$ cat src/rtl/timer_counter_pkg.sv
// ---------------------------------------------------------------------------
// timer_counter_pkg
// Shared definitions for the timer_counter block:
//   - FSM state encoding
//   - register byte offsets and the word indices decoded from Addr[3:2]
//   - CTRL bit positions and Mode values
//   - merge_bytes(): byte-lane write merge helper
// ---------------------------------------------------------------------------
package timer_counter_pkg;

   typedef enum logic [1:0] {
      ST_IDLE = 2'd0,
      ST_LOAD = 2'd1,
      ST_CNT  = 2'd2,
      ST_INT  = 2'd3
   } state_t;

   // Byte offsets inside the 16-byte register window
   localparam logic [3:0] OFF_CTRL   = 4'h0;
   localparam logic [3:0] OFF_PRESET = 4'h4;
   localparam logic [3:0] OFF_COUNT  = 4'h8;

   // Word indices as seen on Addr[3:2]
   localparam logic [1:0] IDX_CTRL   = OFF_CTRL[3:2];
   localparam logic [1:0] IDX_PRESET = OFF_PRESET[3:2];
   localparam logic [1:0] IDX_COUNT  = OFF_COUNT[3:2];

   // CTRL bit positions
   localparam int CTRL_EN_BIT   = 0;
   localparam int CTRL_MODE_LSB = 1;
   localparam int CTRL_MODE_MSB = 2;
   localparam int CTRL_IM_BIT   = 3;

   // Mode values; 2 and 3 are treated as one-shot
   localparam logic [1:0] MODE_ONESHOT = 2'd0;
   localparam logic [1:0] MODE_AUTO    = 2'd1;

   // Replace only the byte lanes whose enable bit is set
   function automatic logic [31:0] merge_bytes(input logic [31:0] old_word,
                                               input logic [31:0] new_word,
                                               input logic [3:0]  lanes);
      logic [31:0] res;
      res = old_word;
      for (int i = 0; i < 4; i++) begin
         if (lanes[i]) begin
            res[8*i +: 8] = new_word[8*i +: 8];
         end else begin
            res[8*i +: 8] = old_word[8*i +: 8];
         end
      end
      return res;
   endfunction

endpackage

$ cat src/rtl/timer_counter.sv
// ---------------------------------------------------------------------------
// timer_counter
// Memory-mapped down-counter with interrupt. Only Addr[3:2] is decoded, so
// the block can sit at any 16-byte aligned base behind the system bridge
// (e.g. two instances at 0x7F00 and 0x7F10).
//
// Registers (Addr[3:2]):
//   0 CTRL   : bit0 En, bits[2:1] Mode (1 = auto-reload, else one-shot),
//              bit3 IM (IRQ mask); other bits read 0
//   1 PRESET : 32-bit read/write reload value
//   2 COUNT  : 32-bit read-only current count
//   3 reserved, reads 0, writes ignored
//
// Ports:
//   clk    : system clock, rising edge
//   reset  : synchronous active-high reset
//   Addr   : word address [31:2]
//   WE     : write strobe (already qualified by the bridge)
//   byteen : byte-lane write enables (only when TC_BYTEEN_EN is defined)
//   Din    : write data
//   Dout   : combinational read data
//   IRQ    : interrupt request = irq_flag & CTRL.IM
//
// Configuration macro: TC_BYTEEN_EN adds the byteen port; otherwise every
// write is full-word.
// ---------------------------------------------------------------------------
module timer_counter
   import timer_counter_pkg::*;
(
   input  logic        clk,
   input  logic        reset,
   input  logic [31:2] Addr,
   input  logic        WE,
`ifdef TC_BYTEEN_EN
   input  logic [3:0]  byteen,
`endif
   input  logic [31:0] Din,
   output logic [31:0] Dout,
   output logic        IRQ
);

   state_t      state;
   logic        ctrl_en;
   logic [1:0]  ctrl_mode;
   logic        ctrl_im;
   logic [31:0] preset;
   logic [31:0] count;
   logic        irq_flag;

   logic [3:0]  lanes;
   logic [31:0] ctrl_word;
   logic [31:0] ctrl_new;
   logic [31:0] preset_new;
   logic        ctrl_wr;
   logic        preset_wr;
   logic        unused_addr_bits;

`ifdef TC_BYTEEN_EN
   assign lanes = byteen;
`else
   assign lanes = 4'hF;
`endif

   // Upper address bits are decoded by the bridge, not here
   assign unused_addr_bits = ^Addr[31:4];

   assign ctrl_word  = {28'd0, ctrl_im, ctrl_mode, ctrl_en};
   assign ctrl_new   = merge_bytes(ctrl_word, Din, lanes);
   assign preset_new = merge_bytes(preset, Din, lanes);

   // A write with no lanes enabled is a no-op, including its irq_flag clear
   assign ctrl_wr   = WE && (Addr[3:2] == IDX_CTRL)   && (lanes != 4'h0);
   assign preset_wr = WE && (Addr[3:2] == IDX_PRESET) && (lanes != 4'h0);

   assign IRQ = irq_flag & ctrl_im;

   // Read mux: reflects register contents, no side effects
   always_comb begin
      Dout = 32'd0;
      case (Addr[3:2])
         IDX_CTRL:   Dout = ctrl_word;
         IDX_PRESET: Dout = preset;
         IDX_COUNT:  Dout = count;
         default:    Dout = 32'd0;
      endcase
   end

   // Register file and counting FSM; CPU CTRL write is applied last so it
   // overrides the FSM's En clear and irq_flag update in the same cycle
   always_ff @(posedge clk) begin
      if (reset) begin
         state     <= ST_IDLE;
         ctrl_en   <= 1'b0;
         ctrl_mode <= MODE_ONESHOT;
         ctrl_im   <= 1'b0;
         preset    <= 32'd0;
         count     <= 32'd0;
         irq_flag  <= 1'b0;
      end else begin
         if (preset_wr) begin
            preset <= preset_new;
         end

         case (state)
            ST_IDLE: begin
               if (ctrl_en) begin
                  state <= ST_LOAD;
               end
            end
            ST_LOAD: begin
               count <= preset;
               state <= ST_CNT;
            end
            ST_CNT: begin
               if (!ctrl_en) begin
                  state <= ST_IDLE;
               end else if (count > 32'd1) begin
                  count <= count - 32'd1;
               end else begin
                  // 0 and 1 both terminate on this edge
                  count    <= 32'd0;
                  irq_flag <= 1'b1;
                  state    <= ST_INT;
               end
            end
            ST_INT: begin
               if (ctrl_mode == MODE_AUTO) begin
                  irq_flag <= 1'b0;   // one-cycle pulse, En kept for reload
               end else begin
                  ctrl_en <= 1'b0;    // one-shot: flag held until CTRL write
               end
               state <= ST_IDLE;
            end
            default: state <= ST_IDLE;
         endcase

         if (ctrl_wr) begin
            ctrl_en   <= ctrl_new[CTRL_EN_BIT];
            ctrl_mode <= ctrl_new[CTRL_MODE_MSB:CTRL_MODE_LSB];
            ctrl_im   <= ctrl_new[CTRL_IM_BIT];
            irq_flag  <= 1'b0;
         end
      end
   end

endmodule

$ cat config.mk
export PLATFORM = sky130hd
export DESIGN_NAME = timer_counter
export DESIGN_NICKNAME = d
export VERILOG_FILES = /design/src/rtl/timer_counter_pkg.sv /design/src/rtl/timer_counter.sv
export SDC_FILE = /design/constraint.sdc
export NUM_CORES = 1
export LEC_CHECK = 0
export CAP_MARGIN = 25
export CORE_ASPECT_RATIO = 2
export CORE_UTILIZATION = 54
export DETAILED_ROUTE_END_ITERATION = 7
export PLACE_DENSITY = 0.86
export SYNTH_ARGS = -nofsm -noshare
export SYNTH_HDL_FRONTEND = slang
export SYNTH_SLANG_ARGS = --single-unit
$ cat constraint.sdc
create_clock -name clk -period 3.4 [get_ports clk]
set_clock_uncertainty 0.1 [all_clocks]
set_input_delay 0.51 -clock clk [delete_from_list [all_inputs] [get_ports clk]]
set_output_delay 0.51 -clock clk [all_outputs]
set_load 0.05 [all_outputs]
Word-level counts from Yosys, hierarchy flattened

Index checks and enable logic that the tools add are counted.

Add/subtract/negate cells: 1
Order comparisons: 1
Eq/ne operators: 12
Muxes and demuxes: 15
Bitwise operators: 1
Reductions and logical operators: 12

Operators with widths:

| cell                                                            | number |
|---|---|
| one-hot mux 32 bit (3 select lines)                             | 1 |
| 2-to-1 mux 32 bit                                               | 2 |
| one-hot mux 32 bit (2 select lines)                             | 1 |
| greater-than comparator 32 x 1 -> 1 bit (second input constant) | 1 |
| subtractor 32 x 1 -> 32 bit (second input constant)             | 1 |
| inequality test 2 bit (second input constant)                   | 5 |
| one-hot mux 2 bit (4 select lines)                              | 1 |
| == test 2 x 1 -> 1 bit (second input constant)                  | 3 |
| == test 2 bit (second input constant)                           | 3 |
| 2-to-1 mux 1 bit                                                | 6 |
| 2-to-1 mux 2 bit                                                | 3 |
| AND reduction 2 bit                                             | 3 |
| nonzero test 2 bit                                              | 3 |
| logical NOT 2 bit                                               | 2 |
| AND reduction 4 bit                                             | 1 |
| inequality test 3 bit (second input constant)                   | 1 |
| logical AND 1 bit                                               | 2 |
| one-hot mux 1 bit (2 select lines)                              | 1 |
| OR reduction 2 bit                                              | 1 |
| AND 1 bit                                                       | 1 |

Flip-flop bits (word level): 71
Output and inout port bits: 33
Logic and storage cells: 49

Depth between registers and ports, before layout

Gate-level depths: netlist of the first run.

Word-level depth: 4
Depth in mapped cells: 8
Gate-level depth less buffers: 7

Worst setup path before layout of the first run

OpenSTA, ideal clock, no wires.

Kind: input to output
Start point: input port Addr[3] (netlist name)
End point: output port Dout[10]
Arrival: 1.977 ns
Setup slack: 0.813 ns
Cell stages on the path: 5
Cells stage by stage: clkbuf_1 -> nor2b_1 -> clkbuf_1 -> buf_1 -> a22o_1

Longest elaborated chain between the ends: 2
Elaborated cells between the ends (all ways): 4
Classes of those cells: 2 x eq/ne; 1 x mux; 1 x reduce/logical

RTL lines:

| what                                    | RTL line            | source |
|---|---|---|
| start: declaration                      | timer_counter.sv:32 | `input logic [31:2] Addr,` |
| == test 2 bit (tied with other cells)   | timer_counter.sv:80 | `case (Addr[3:2])` |
| one-hot mux 32 bit (3 select lines) (*) | timer_counter.sv:80 |  |
| end: declaration                        | timer_counter.sv:38 | `output logic [31:0] Dout,` |

Every way passes the cells marked *; elsewhere a longest branch is shown, timed or not.

Worst setup path in the final report of the first run

Start point: input port Addr[2] (netlist name)
End point: output port Dout[10]

The elaborated chain is that of the path after synthesis.

==> impl_metrics.env, run 1 <==
export IMPL_cts_root_buffer="clkbuf_16"
export IMPL_crit_family="buffers and inverters"
export IMPL_maxCapViolations=0
export IMPL_syn_avg_cell_area_um2=7.77
export IMPL_synth_cell_types=56
export IMPL_yosys_area_share_adder=0.00619
export IMPL_hold_buffers=0
export IMPL_ioPinCount=98
export IMPL_die_width_um=63.2
export IMPL_fmax_ghz=0.371
export IMPL_seq_area_um2=1420
export IMPL_slew_headroom=0.546
export IMPL_vias=4353
export IMPL_synth_xor_area_share=0
export IMPL_io_buffers=69
export IMPL_syn_area_um2=4040
export IMPL_holdPathStages=2
export IMPL_synth_area_leaders="dfxtp_1 (35%), nand2_1 (8.2%), a21oi_1 (7.1%)"
export IMPL_cts_made_buffers=9
export IMPL_hold_end="preset[29]"
export IMPL_r2r_end="count[26]"
export IMPL_ant_nets=0
export IMPL_utilization=0.746
export IMPL_drive_gt1_frac=0.150
export IMPL_start_util=0.556
export IMPL_clk_pin_slew_ns=0.05
export IMPL_coreArea_um2=7270
export IMPL_rows=44
export IMPL_holdCritPathClass="reg2reg"
export IMPL_critPathMaxStageDelay_ns=0.61
export IMPL_worst_pin_slew_ns=0.682
export IMPL_worstSetupStartpointType="primary input"
export IMPL_vias_per_cell=6.47
export IMPL_cts_buffer_depth=2
export IMPL_dieArea_um2=7850
export IMPL_ys_ff_latch=71
export IMPL_synth_compound_area_frac=0.280
export IMPL_antenna_found_initial=0
export IMPL_worstRegToRegCells=7
export IMPL_yosysSeqAreaShare=0.352
export IMPL_cts_setup_buffers=0
export IMPL_post_route_drc_count=0
export IMPL_multi_input_area_um2=2380
export IMPL_async_flop_share=0
export IMPL_final_max_slew_viol_count=0
export IMPL_finalNetCount=643
export IMPL_gp_congestion=0.945
export IMPL_ys_flop_type="dfxtp_1"
export IMPL_synth_edf_count=0
export IMPL_nFillCells=557
export IMPL_grt_first_pass_wirelength_mm=20.0
export IMPL_cp_end_kind="output pin"
export IMPL_diodes=0
export IMPL_r2r_start="count[0]"
export IMPL_ys_warn_count=0
export IMPL_fp_dieH_um=124
export IMPL_grt_usage=0.327
export IMPL_synth_cells=520
export IMPL_grt_overflow_total=0
export IMPL_p_per_area_nw_per_um2=372
export IMPL_leakagePower_nw=2.05
export IMPL_netlist_area_leader_share=0.352
export IMPL_required_ns=2.79
export IMPL_drt_iter0_drc=337
export IMPL_ctsResizeCount=0
export IMPL_first_global_vias=4271
export IMPL_hpwl_mm=8.59
export IMPL_syn_to_final_growth_pct=34.2
export IMPL_synth_top_family_by_area="compound AO/OA/AOI/OAI gates"
export IMPL_hold_violations=0
export IMPL_period_share=0.793
export IMPL_synthSimpleGateAreaFrac=0.277
export IMPL_cp_cell_sequence="clkdlybuf4s50_1, nor2b_2, buf_4, a22o_1, buf_12"
export IMPL_max_vdd_ir_drop_mv=0.334
export IMPL_wirelength_mm=12.3
export IMPL_setup_violations=0
export IMPL_firstDrtPassIters=5
export IMPL_r2r_setup_slack_ns=0.83
export IMPL_path_class="in2out"
export IMPL_grt_max_degree=38
export IMPL_hp_start="preset[29]"
export IMPL_outcome="completed"
export IMPL_syn_nets=587
export IMPL_rsz0062_at_grt="false"
export IMPL_clkLatencyLatePin_ns=0.35
export IMPL_tritoncts="yes"
export IMPL_crit_buf_inv=3
export IMPL_period_needed_ns=2.69
export IMPL_muxShareOfSynthArea=0.0238
export IMPL_htree_num_levels=3
export IMPL_cts_sinks=71
export IMPL_cp_arrival_ns=2.08
export IMPL_crit_path_max_fanout=24
export IMPL_setup_tns_ns=0
export IMPL_post_synth_top_area_cell="dfxtp_1"
export IMPL_routedWlPerCell_um=18.3
export IMPL_crit_slowest_cell="clkdlybuf4s50_1"
==> routing by layer <==
layer	routed length, um	vias to the layer above	global-route usage
met4	589	0	0.224
met3	698	55	0.0668
met2	6480	205	0.562
met5	0	-	0
met1	4570	2042	0.348
li1	-	2051	-
==> how the worst max path moves through the flow <==
stage / from / endpoint / slack, ns / cells after the start
6_report: Addr[2] / Dout[10] / 0.71 / 5
5_1_grt: Addr[2] / Dout[20] / 0.66 / 5
4_1_cts: Addr[2] / Dout[10] / 0.72 / 5
3_5_place_dp: Addr[2] / Dout[10] / 0.73 / 5
3_3_place_gp: Addr[2] / Dout[10] / 0.74 / 5
2_1_floorplan: Addr[3] / Dout[10] / 0.81 / 5
==> placed cells by master, fill, tap and decap left out, drive strengths merged, types with 3 or more instances in the layout <==
cell type	netlist	layout
o21a	5	5
nand4b	3	3
nor3	10	10
o211ai	6	6
a22oi	19	19
nor2b	5	5
nand3	14	14
nand3b	5	5
inv	9	9
mux2i	7	7
a21oi	57	57
nor4	22	22
a31oi	16	16
or4	6	6
nand2	89	89
a22o	28	28
clkinv	0	3
buf	13	56
or2	3	3
o21ai	19	19
nor2	25	25
and2	4	4
or3	5	5
clkdlybuf4s50	0	36
and3	5	5
clkbuf	34	12
nand4	11	11
dfxtp	71	71
==> per-stage QoR <==
stage                     hold WS, ns  cells  power (W)  setup WS, ns  instance area [um^2]
after floorplan                 0.345    520   0.000991         0.813                  4040
after global placement          0.354    657    0.00109         0.743                  5130
after detailed placement        0.363    657    0.00110         0.728                  5130
after CTS                       0.371    673    0.00202         0.719                  5420
after global routing            0.389    673    0.00207         0.659                  5420
final                           0.369    673    0.00202         0.705                  5420
==> synth_stat cells (3+ instances only) <==
library cell and n:
nand4b_1 3, nand3_1 14, or3_1 5, a31oi_1 16
and2_1 4, mux2i_1 7, clkbuf_1 34, buf_2 7
a21oi_1 57, nand4_1 9, o21ai_0 7, nor3_1 10
a22o_1 28, nor4_1 18, and3_1 5, nand3b_1 5
o21ai_1 12, a22oi_1 19, inv_1 9, nor2b_1 5
or4_1 4, o211ai_1 6, buf_6 3, dfxtp_1 71
nor4_4 3, o21a_1 5, nand2_1 88, nor2_1 25
==> worst min-delay path: cells and delay by family (launching register included) <==
| family | cells | cell delay [ns] |
|---|---|---|
| AOI/OAI and AO/OA | 1 | 0.05 |
| DFF | 1 | 0.31 |
| and+or+nand+nor | 1 | 0.05 |
==> logic make-up (layout without fill, tap and decap cells) <==
group / count (synthesis) / after routing
AND/OR/NAND/NOR: 213 / 213
buffers and inverters: 56 / 117
AO/OA/AOI/OAI: 169 / 169
multiplexers: 9 / 9
flip-flops: 71 / 71
adder cells (fa/ha/maj): 2 / 2
==> area by class of cell <==
class | count | area share
multi-input combinational | 393 | 0.439
sequential | 71 | 0.262
timing repair buffer | 92 | 0.217
clock buffer | 12 | 0.0455
tap | 92 | 0.0212
clock inverter | 4 | 0.00831
inverter | 9 | 0.00623
==> state kept, by name (all words and copies together) (netlist names) <==
name / flops
ctrl_im: 1
count: 32
preset: 32
ctrl_mode: 2
ctrl_en: 1
state: 2
irq_flag: 1
==> report_power, final <==
part	internal, W	switching, W	leakage (nW)
registers	0.000848	0.0000149	0.574
logic	0.0000986	0.000121	1.33
clock network	0.000584	0.000349	0.146
Power figures use the tool's default switching activity.
==> inputs of run 2 (changes only) <==
CORE_UTILIZATION = 45   (was 54)
PLACE_DENSITY = 0.77   (was 0.86)
clock period = 2.3 ns   (was 3.4 ns; I/O delays follow)
==> run 2 against run 1 <==
Against the previous run: flip-flop and latch count stayed put; via count increased by 3.0%; hold slack worse by 0.010 ns; count of clock-buffer cells in the layout stayed put; sequential share of layout area shrank 1.3 points; critical endpoint is now Dout[30]; global-route usage decreased by 3.0 points.
==> impl_metrics.env, run 2 (synthesis gave the netlist of run 1 again) <==
export IMPL_tritoncts="yes"
export IMPL_crit_start="Addr[2]"
export IMPL_layout_commonest_cell="nand2_1"
export IMPL_drt_iter0_drc=347
export IMPL_syn_to_final_growth_pct=41.6
export IMPL_layout_common_cells="nand2_1 (88), dfxtp_1 (69), a21oi_1 (57), buf_4 (57), clkdlybuf4s50_1 (36)"
export IMPL_p_per_area_nw_per_um2=531
export IMPL_hold_violations=0
export IMPL_finalNetCount=678
export IMPL_cts_made_buffers=9
export IMPL_start_util=0.467
export IMPL_cp_cell_sequence="clkdlybuf4s50_1, buf_4, nor2b_2, buf_4, a22o_1, buf_12"
export IMPL_routedWlPerCell_um=19.5
export IMPL_slew_headroom=0.634
export IMPL_grt_first_pass_wirelength_mm=22.0
export IMPL_clkLatencyLatePin_ns=0.34
export IMPL_period_needed_ns=2.26
export IMPL_ant_nets=0
export IMPL_met3WireLength_um=633
export IMPL_wirelength_mm=14.0
export IMPL_cts_sinks=71
export IMPL_hp_start="reset"
export IMPL_firstDrtPassIters=5
export IMPL_placedCellCount=699
export IMPL_dpl_cell_area_um2=5410
export IMPL_grt_max_degree=26
export IMPL_dieArea_um2=9380
export IMPL_cp_arrival_ns=1.82
export IMPL_max_vdd_ir_drop_mv=0.471
export IMPL_maxCapViolations=0
export IMPL_nFillCells=755
export IMPL_final_max_slew_viol_count=0
export IMPL_post_route_drc_count=0
export IMPL_cts_buffer_depth=2
export IMPL_r2r_start="count[0]"
export IMPL_cp_end_kind="output pin"
export IMPL_topRoutingLayerUsed="met4"
export IMPL_ioPinCount=98
export IMPL_power_total_w=0.00304
export IMPL_hpwl_mm=10.3
export IMPL_clk_pin_slew_ns=0.05
export IMPL_utilization=0.662
export IMPL_vias=4485
export IMPL_period_share=0.983
export IMPL_path_class="in2out"
export IMPL_htree_num_levels=3
export IMPL_die_width_um=69
export IMPL_leakagePower_nw=2.23
export IMPL_rows=48
export IMPL_io_buffers=69
export IMPL_gp_congestion=1.01
export IMPL_fp_dieH_um=136
export IMPL_vias_per_cell=6.27
export IMPL_grt_usage=0.297
export IMPL_crit_path_max_fanout=14
export IMPL_multi_input_area_um2=2390
export IMPL_worstSetupStartpointType="primary input"
export IMPL_coreArea_um2=8650
export IMPL_grt_overflow_total=0
export IMPL_finalInstanceArea_um2=5720
export IMPL_first_global_vias=4338
export IMPL_largestRegisters="count: 32 flops, preset: 32 flops"
export IMPL_wl_met2_mm=7.67
export IMPL_final_cells=715
export IMPL_hold_buffers=0
export IMPL_drive_gt1_frac=0.202
export IMPL_holdCritPathClass="in2reg"
export IMPL_worst_pin_slew_ns=0.544
export IMPL_wl_met1_mm=5.17
export IMPL_seq_area_um2=1420
export IMPL_outcome="completed"
export IMPL_required_ns=1.86
export IMPL_setup_violations=0
export IMPL_setup_tns_ns=0
export IMPL_r2r_setup_slack_ns=0.07
export IMPL_cts_root_buffer="clkbuf_16"
export IMPL_crit_top_cell="buf_4"
export IMPL_rsz0062_at_grt="true"
export IMPL_diodes=0
export IMPL_crit_slowest_cell="clkdlybuf4s50_1"
export IMPL_fmax_ghz=0.442
export IMPL_critPathMaxStageDelay_ns=0.48
export IMPL_antenna_found_initial=0
-- run 2: cell types whose count changed in the layout (fill, tap and decap cells not counted) --
cell,before,now
clkbuf_1,2,1
buf_4,23,57
nor2b_2,2,1
clkbuf_8,1,2
clkinv_2,3,1
dfxtp_2,0,2
nor2b_4,0,1
dfxtp_1,71,69
clkinvlp_4,0,1
buf_12,32,33
-- run 2: final cells by class --
cell class	instances	area share
inverter	9	0.00590
sequential	71	0.249
clock buffer	12	0.0448
tap	100	0.0219
multi-input combinational	393	0.417
clock inverter	3	0.00743
timing repair buffer	127	0.254
-- run 2: path summary, 6_finish.rpt --
path | end | depth (start not counted)
max | Dout[30] | 6
min | ctrl_mode[1] | 2
max reg2reg | count[12] | 7
min reg2reg | preset[31] | 2
-- run 2: stage by stage --
step | hold WS, ns | setup slack, ns
CTS | 0.338 | 0.0296
global route | 0.370 | -0.0164
detailed placement | 0.367 | 0.0446
finish | 0.359 | 0.0387
floorplan | 0.345 | 0.0433
global placement | 0.357 | 0.0682
-- run 2: worst max-delay path: cells and delay by family --
| family | cells | cell delay, ns |
|---|---|---|
| simple gates | 1 | 0.17 |
| buf+inv | 4 | 1.07 |
| compound gates | 1 | 0.22 |
-- run 2: routing by layer --
metal | vias to the layer above | GRT usage
met3 | 36 | 0.0482
li1 | 2114 | -
met5 | - | 0
met1 | 2177 | 0.320
met4 | 0 | 0.156
met2 | 158 | 0.549
-- run 2: power breakdown --
part / total [W] / switching (W) / internal (W) / leakage (nW)
registers: 0.00127 / 0.0000209 / 0.00125 / 0.575
logic: 0.000359 / 0.000193 / 0.000166 / 1.51
clock network: 0.00141 / 0.000516 / 0.000890 / 0.145
-- run 2: repair_timing --
action,4_1_cts,5_1_grt
setup endpoints to repair,0,29
setup buffers,0,1
resized for setup,0,3
==> inputs of run 3 (changes only) <==
CAP_MARGIN = 20   (was 25)
CORE_UTILIZATION = 54   (was 45)
PLACE_DENSITY = 0.86   (was 0.77)
clock period = 2.91 ns   (was 2.3 ns; I/O delays follow)
==> run 3 against run 2 <==
Against the previous run: flip-flop and latch count did not move; register-to-register slack improved by 0.41 ns; die area down 16%; clock power is 16% lower; critical path type unchanged.
==> impl_metrics.env, run 3 (synthesis gave the netlist of run 1 again) <==
export IMPL_crit_family="buffers and inverters"
export IMPL_crit_start="Addr[2]"
export IMPL_cts_sinks=71
export IMPL_cp_arrival_ns=2.01
export IMPL_ioPinCount=98
export IMPL_grt_first_pass_wirelength_mm=20.7
export IMPL_firstDrtPassIters=5
export IMPL_wl_met2_mm=6.73
export IMPL_leakagePower_nw=2.10
export IMPL_fp_dieH_um=124
export IMPL_slew_headroom=0.601
export IMPL_final_cells=679
export IMPL_cp_end_kind="output pin"
export IMPL_worstSetupStartpointType="primary input"
export IMPL_final_max_slew_viol_count=0
export IMPL_tritoncts="yes"
export IMPL_post_route_drc_count=0
export IMPL_holdCritPathClass="reg2reg"
export IMPL_cts_buffer_depth=2
export IMPL_crit_slowest_cell="clkdlybuf4s50_1"
export IMPL_path_depth=6
export IMPL_vias_per_cell=6.47
export IMPL_coreArea_um2=7270
export IMPL_ctsResizeCount=0
export IMPL_drive_gt1_frac=0.162
export IMPL_holdPathStages=2
export IMPL_r2r_start="count[0]"
export IMPL_placedCellCount=663
export IMPL_topRoutingLayerUsed="met4"
export IMPL_grt_usage=0.341
export IMPL_start_util=0.556
export IMPL_dieArea_um2=7850
export IMPL_cts_root_buffer="clkbuf_16"
export IMPL_cts_setup_buffers=0
export IMPL_critPathMaxStageDelay_ns=0.62
export IMPL_cp_cell_sequence="clkdlybuf4s50_1, nor2b_2, buf_4, nand2_1, o21ai_0, buf_12"
export IMPL_layout_common_cells="nand2_1 (88), dfxtp_1 (71), a21oi_1 (57), clkdlybuf4s50_1 (36), buf_12 (34)"
export IMPL_io_buffers=69
export IMPL_die_width_um=63.2
export IMPL_grt_max_degree=39
export IMPL_crit_path_max_fanout=15
export IMPL_fmax_ghz=0.393
export IMPL_htree_num_levels=3
export IMPL_hold_violations=0
export IMPL_required_ns=2.37
export IMPL_setup_ws_ns=0.366
export IMPL_rows=44
export IMPL_r2r_setup_slack_ns=0.48
export IMPL_hp_start="preset[29]"
export IMPL_dpl_cell_area_um2=5200
export IMPL_nFillCells=526
export IMPL_largestRegisters="count: 32 flops, preset: 32 flops"
export IMPL_period_needed_ns=2.54
export IMPL_hold_buffers=0
export IMPL_layout_commonest_cell="nand2_1"
export IMPL_met3WireLength_um=879
export IMPL_crit_buf_inv=3
export IMPL_utilization=0.761
export IMPL_setup_violations=0
export IMPL_grt_overflow_total=0
export IMPL_gp_congestion=0.973
export IMPL_max_vdd_ir_drop_mv=0.413
export IMPL_hpwl_mm=8.96
export IMPL_routedWlPerCell_um=18.8
export IMPL_wl_met1_mm=4.49
export IMPL_drt_iter0_drc=438
export IMPL_p_per_area_nw_per_um2=446
export IMPL_first_global_vias=4344
export IMPL_setup_tns_ns=0
export IMPL_place_ws_ns=0.406
export IMPL_diodes=0
export IMPL_cts_made_buffers=9
export IMPL_vias=4396
export IMPL_period_share=0.874
export IMPL_path_class="in2out"
export IMPL_maxCapViolations=0
export IMPL_wirelength_mm=12.8
export IMPL_finalNetCount=649
export IMPL_antenna_found_initial=0
export IMPL_ant_nets=0
export IMPL_rsz0062_at_grt="false"
export IMPL_clkLatencyLatePin_ns=0.35
export IMPL_outcome="completed"
export IMPL_clk_pin_slew_ns=0.05
export IMPL_worst_pin_slew_ns=0.597
export IMPL_finalInstanceArea_um2=5530
export IMPL_worstRegToRegCells=7
export IMPL_syn_to_final_growth_pct=36.9
## run 3: changes by cell type in the layout (fill, tap and decap cells not counted)
cell / previous run / this run
buf_12: 33 / 34
buf_4: 57 / 27
clkbuf_1: 1 / 0
clkbuf_8: 2 / 5
clkinvlp_4: 1 / 0
dfxtp_1: 69 / 71
dfxtp_2: 2 / 0
nor2b_2: 1 / 2
nor2b_4: 1 / 0
## run 3: final cells by class
cell class / count / area, um^2 / area share
well taps: 92 / 115 / 0.0208
inverters: 9 / 33.8 / 0.00611
clock buffers: 14 / 294 / 0.0532
flip-flops and latches: 71 / 1420 / 0.257
repair buffers: 98 / 1250 / 0.226
clock inverters: 2 / 35.0 / 0.00634
multi-input cells: 393 / 2380 / 0.431
## run 3: per-stage QoR
step	total power [W]	hold slack [ns]
after floorplan	0.00116	0.345
after global placement	0.00128	0.353
after detailed placement	0.00129	0.365
after CTS	0.00246	0.374
after global routing	0.00254	0.395
final	0.00246	0.373
## run 3: where the power goes
group / internal (W) / leakage, nW / total [W] / switching, W
clock: 0.000778 / 0.165 / 0.00119 / 0.000412
combinational: 0.000120 / 1.36 / 0.000265 / 0.000145
sequential: 0.000991 / 0.574 / 0.00101 / 0.0000177
total: 0.00189 / 2.10 / 0.00246 / 0.000575
## run 3: worst paths after layout
path	to
max	Dout[0]
min	preset[29]
max reg2reg	count[26]
min reg2reg	preset[29]
## run 3: tightest hold or removal path, cell delays in order, from the launching register on
cell and delay (ns):
dfxtp_1 0.31, nand2_1 0.06, a21oi_1 0.05
## run 3: routing by layer
| layer | global-route usage | vias up |
|---|---|---|
| met1 | 0.359 | 2074 |
| met3 | 0.0833 | 50 |
| met2 | 0.578 | 219 |
| met5 | 0 | - |
| met4 | 0.234 | 0 |
| li1 | - | 2053 |
